===== src/rtl/mem_seq.sv =====
// Command sequencer that owns the write port of a 2**ADDR_W x DATA_W RAM.
// Executes WRITE / READ / CLEAR / NOP commands and returns read data as a one-cycle pulse.
module mem_seq #(
  parameter int                ADDR_W    = 4,
  parameter int                DATA_W    = 4,
  parameter logic [DATA_W-1:0] CLEAR_VAL = '0
) (
  input  logic              clock,
  input  logic              reset_n,
  input  logic              cmd_valid,
  output logic              cmd_ready,
  input  logic [1:0]        cmd_op,
  input  logic [ADDR_W-1:0] cmd_addr,
  input  logic [DATA_W-1:0] cmd_data,
  output logic              rsp_valid,
  output logic [DATA_W-1:0] rsp_data,
  output logic              busy,
  output logic              mem_load,
  output logic [ADDR_W-1:0] mem_addr,
  output logic [DATA_W-1:0] mem_in,
  input  logic [DATA_W-1:0] mem_q
);

  typedef enum logic [1:0] {
    S_IDLE  = 2'b00,
    S_WRITE = 2'b01,
    S_READ  = 2'b10,
    S_CLEAR = 2'b11
  } state_t;

  localparam logic [1:0] OP_WRITE = 2'b01;
  localparam logic [1:0] OP_READ  = 2'b10;
  localparam logic [1:0] OP_CLEAR = 2'b11;

  localparam logic [ADDR_W-1:0] LAST_ADDR = '1;
  localparam logic [ADDR_W-1:0] ADDR_ONE  = {{(ADDR_W-1){1'b0}}, 1'b1};

  state_t              state_q, state_d;
  logic [ADDR_W-1:0]   mem_addr_q, mem_addr_d;
  logic [DATA_W-1:0]   mem_in_q, mem_in_d;
  logic                rsp_valid_q, rsp_valid_d;
  logic [DATA_W-1:0]   rsp_data_q, rsp_data_d;

  // Decoded straight from the state flop so reset drops load/raises ready without a clock.
  assign cmd_ready = (state_q == S_IDLE);
  assign busy      = ~cmd_ready;
  assign mem_load  = (state_q == S_WRITE) || (state_q == S_CLEAR);
  assign mem_addr  = mem_addr_q;
  assign mem_in    = mem_in_q;
  assign rsp_valid = rsp_valid_q;
  assign rsp_data  = rsp_data_q;

  always_comb begin
    state_d     = state_q;
    mem_addr_d  = mem_addr_q;
    mem_in_d    = mem_in_q;
    rsp_valid_d = 1'b0;
    rsp_data_d  = rsp_data_q;
    case (state_q)
      S_IDLE: begin
        if (cmd_valid) begin
          case (cmd_op)
            OP_WRITE: begin
              mem_addr_d = cmd_addr;
              mem_in_d   = cmd_data;
              state_d    = S_WRITE;
            end
            OP_READ: begin
              mem_addr_d = cmd_addr;
              state_d    = S_READ;
            end
            OP_CLEAR: begin
              mem_addr_d = '0;
              mem_in_d   = CLEAR_VAL;
              state_d    = S_CLEAR;
            end
            default: ;
          endcase
        end
      end
      S_WRITE: state_d = S_IDLE;
      S_READ: begin
        // mem_q has had a full cycle to settle on the address captured at accept.
        rsp_data_d  = mem_q;
        rsp_valid_d = 1'b1;
        state_d     = S_IDLE;
      end
      S_CLEAR: begin
        if (mem_addr_q == LAST_ADDR) begin
          mem_addr_d = '0;
          state_d    = S_IDLE;
        end else begin
          mem_addr_d = mem_addr_q + ADDR_ONE;
        end
      end
      default: state_d = S_IDLE;
    endcase
  end

  always_ff @(posedge clock or negedge reset_n) begin
    if (!reset_n) begin
      state_q     <= S_IDLE;
      mem_addr_q  <= '0;
      mem_in_q    <= '0;
      rsp_valid_q <= 1'b0;
      rsp_data_q  <= '0;
    end else begin
      state_q     <= state_d;
      mem_addr_q  <= mem_addr_d;
      mem_in_q    <= mem_in_d;
      rsp_valid_q <= rsp_valid_d;
      rsp_data_q  <= rsp_data_d;
    end
  end

endmodule

===== config.mk =====
export PLATFORM = sky130hd
export DESIGN_NAME = mem_seq
export DESIGN_NICKNAME = d
export VERILOG_FILES = /design/src/rtl/mem_seq.sv
export SDC_FILE = /design/constraint.sdc
export NUM_CORES = 1
export LEC_CHECK = 0
export ABC_CLOCK_PERIOD_IN_PS = 2000
export CAP_MARGIN = 10
export CORE_ASPECT_RATIO = 1.5
export CORE_UTILIZATION = 43
export DETAILED_ROUTE_END_ITERATION = 8
export PLACE_DENSITY = 0.78
export SLEW_MARGIN = 15
export SYNTH_ARGS = -nofsm -noshare
export SYNTH_HDL_FRONTEND = slang
export SYNTH_SLANG_ARGS = --single-unit

===== constraint.sdc =====
create_clock -name clock -period 2 [get_ports clock]
set_input_delay 0.2 -clock clock [delete_from_list [all_inputs] [get_ports clock]]
set_output_delay 0.2 -clock clock [all_outputs]
set_load 0.02 [all_outputs]

==> flow_summary.yaml <==
layout:
  final_layout_size_suffix_gt1_frac: 0.115
  n_antenna_cell: 0
  syn_to_final_growth_pct: 42.8
  final_cell_mix: "clkdlybuf4s50_1, dfrtp_1, a21oi_1, ha_1, inv_1"
  fillers: 167
  layoutNonFillerInstCount: 143
  final_common_cell: "clkdlybuf4s50_1"
  fin_nets: 149
synthesis:
  synth_top_area_share: 0.426
  synth_compound_area_frac: 0.186
  syn_avg_cell_area_um2: 10.4
  synth_top_family_by_area: "compound AO/OA/AOI/OAI gates"
  synth-xor-area-share: 0
  ys_types: 28
  yosys.area_share.adder: 0.128
  synth.ff_latch_count: 15
  syn_area_um2: 882
  synth_seq_area_share: 0.426
  synth_area_leaders: "dfrtp_1, ha_1, a21oi_1"
  synthMuxAreaShare: 0.0511
  synth_nets: 111
  synth_top_cell_by_area: "dfrtp_1"
  synth-simple-area-share: 0.146
  synth_cells: 85
  ys_warn_count: 0
clock_network:
  clock_sinks: 15
  cts_setup_buffers: 0
  clk_pin_slew_ps: 90
  cts_tree: "done"
  insertion_delay_ps: 280
  cts-htree-levels: 1
  post_cts_resized: 0
  cts_hold_buf: 0
  cts-buffers-inserted: 3
  cts_root_buf: "clkbuf_4"
  cts_buffer_depth: 2
pwr:
  peakVddDrop_mv: 0.909
  p_leak_nw: 0.576
  power_mw: 2.02
  powerDensity_nw_per_um2: 1600
floorplan:
  dieArea_um2: 2240
  die_w_um: 39.0
  core_um2: 1880
  rows: 19
  die_h_um: 57.5
  pin_count: 33
  start_util: 0.470
timing:
  tns_ps: 0
  fin_crit_sh: 0.933
  max_freq_mhz: 536
  rsz0062_at_grt: "no"
  min_period_ps: 1870
  hold_viol: 0
  relSlewSlack: 0.536
  finalSetupViolCount: 0
  fin_hold_ws_ps: 331
  tightestPinTransition_ps: 694
  fin_skew_ps: 5.31
  final-max-slew-violation-count: 0
grt:
  grt_pass1_wl_mm: 3.14
  grt_busiest_layer: "met2"
  grt_max_degree: 16
  antenna_found_initial: 0
  grtUsageMet3: 0.0272
  use_met2: 0.331
  grtUsageTotal: 0.194
  grt_pass1_vias: 758
  grtUsageMet1: 0.231
  overflow: 0
worst_setup_path:
  critPathSlowestCell: "clkdlybuf4s50_1"
  cp_data_arrival_time_ps: 1670
  cp_num_buf_inv: 2
  critPathCaptureType: "output pin"
  cp_cell_sequence: "inv_1, ha_1, clkdlybuf4s50_1"
  cp.depth: 3
  cp_top_family: "buffers and inverters"
  startpoint_type: "flip-flop"
  max_stage_delay_ps: 620
  cp_max_fo: 4
  cp.required_ps: 1800
  reg2reg_depth: 6
  critical_path_class: "reg2out"
detailed_routing:
  wl_per_cell_um: 13.4
  drcViolationCount: 0
  dr.pass1.iters: 3
  via_per_inst: 5.39
  routed_wl_mm: 1.92
  drtIter0Drc: 2
  num_vias: 771
  antenna_left: 0
place:
  numPortBuffers: 32
  dpl.hpwl_mm: 1.50
  place_inst: 139
  gp_congestion: 0.681
flow_run:
  maxCapViolations: 0
run_status:
  status: "finished, final reports clean"
hold_path:
  hold_class: "in2async"
-- final timing paths --
kind,startpoint,end,slack (ps)
max in group asynchronous,reset_n,rsp_valid$_DFF_PN0_,1230
worst min-delay path,reset_n,mem_addr[1]$_DFFE_PN0P_,330
worst max-delay path,state_q[0]$_DFFE_PN0P_,cmd_ready,130
worst min register to register,mem_in[2]$_DFFE_PN0P_,mem_in[2]$_DFFE_PN0P_,500
min in group clock,mem_in[2]$_DFFE_PN0P_,mem_in[2]$_DFFE_PN0P_,500
worst max register to register,state_q[0]$_DFFE_PN0P_,state_q[1]$_DFFE_PN0P_,330
-- per-stage QoR --
step | util | cell area (µm²) | setup slack [ps]
floorplan | - | 882 | 368
global placement | 0.654 | 1230 | 148
detailed placement | 0.654 | 1230 | 80.1
CTS | 0.668 | 1250 | 66.7
global route | 0.671 | 1260 | 38.8
finish | 0.671 | 1260 | 135
-- Yosys cell counts --
library cell / n
nor3b_1: 1
o21ai_0: 7
a32oi_1: 1
nor2b_4: 1
inv_1: 8
o21ai_1: 1
ha_1: 9
or2_2: 1
and3_1: 1
a21oi_1: 9
mux2_2: 4
nand4_1: 1
nand2_1: 6
dfrtp_1: 15
a311oi_4: 1
a211oi_1: 1
nand3_1: 1
nor4b_1: 1
inv_2: 1
a22o_1: 1
nor2b_1: 4
a32o_1: 1
nand4b_1: 1
o211ai_1: 1
buf_6: 2
nor2_1: 3
o211a_1: 1
nand3b_1: 1
-- power breakdown --
| part | switching [mW] | internal [mW] | total (mW) |
|---|---|---|---|
| Sequential | 0.121 | 0.457 | 0.577 |
| Clock | 0.0973 | 0.0773 | 0.175 |
| Combinational | 0.630 | 0.637 | 1.27 |
| Total | 0.848 | 1.17 | 2.02 |
-- logic make-up after synthesis --
kind of cell / Yosys count
muxes: 4
AOI/OAI and AO/OA: 24
buffers and inverters: 11
adders and majority gates: 9
and+or+nand+nor: 22
DFF: 15
-- registers in the layout, indices dropped and copies added, names as in the netlist --
register / cells
mem_in: 4
rsp_valid: 1
mem_addr: 4
state_q: 2
rsp_data: 4
-- routing by layer --
| layer | routed length [µm] | part of all wire |
|---|---|---|
| met3 | 82 | 0.043 |
| met2 | 1030 | 0.54 |
| met4 | 32 | 0.017 |
| met1 | 770 | 0.40 |
| met5 | 0 | 0 |
-- worst reg2reg max path, cell delays in order, from the launching register on --
cell	delay, ps
dfrtp_1	380
inv_1	90
ha_1	290
nor2b_4	170
a211oi_1	390
o211ai_1	160
o21ai_0	100
-- layout make-up --
type | instances | area, µm² | area share
Sequential cell | 15 | 375 | 0.298
Clock buffer | 4 | 26.3 | 0.0209
Multi-Input combinational cell | 59 | 450 | 0.357
Inverter | 9 | 33.8 | 0.0268
Tap cell | 21 | 26.3 | 0.0209
Timing Repair Buffer | 35 | 348 | 0.276
Note: power is estimated with default switching activity, not from simulation.
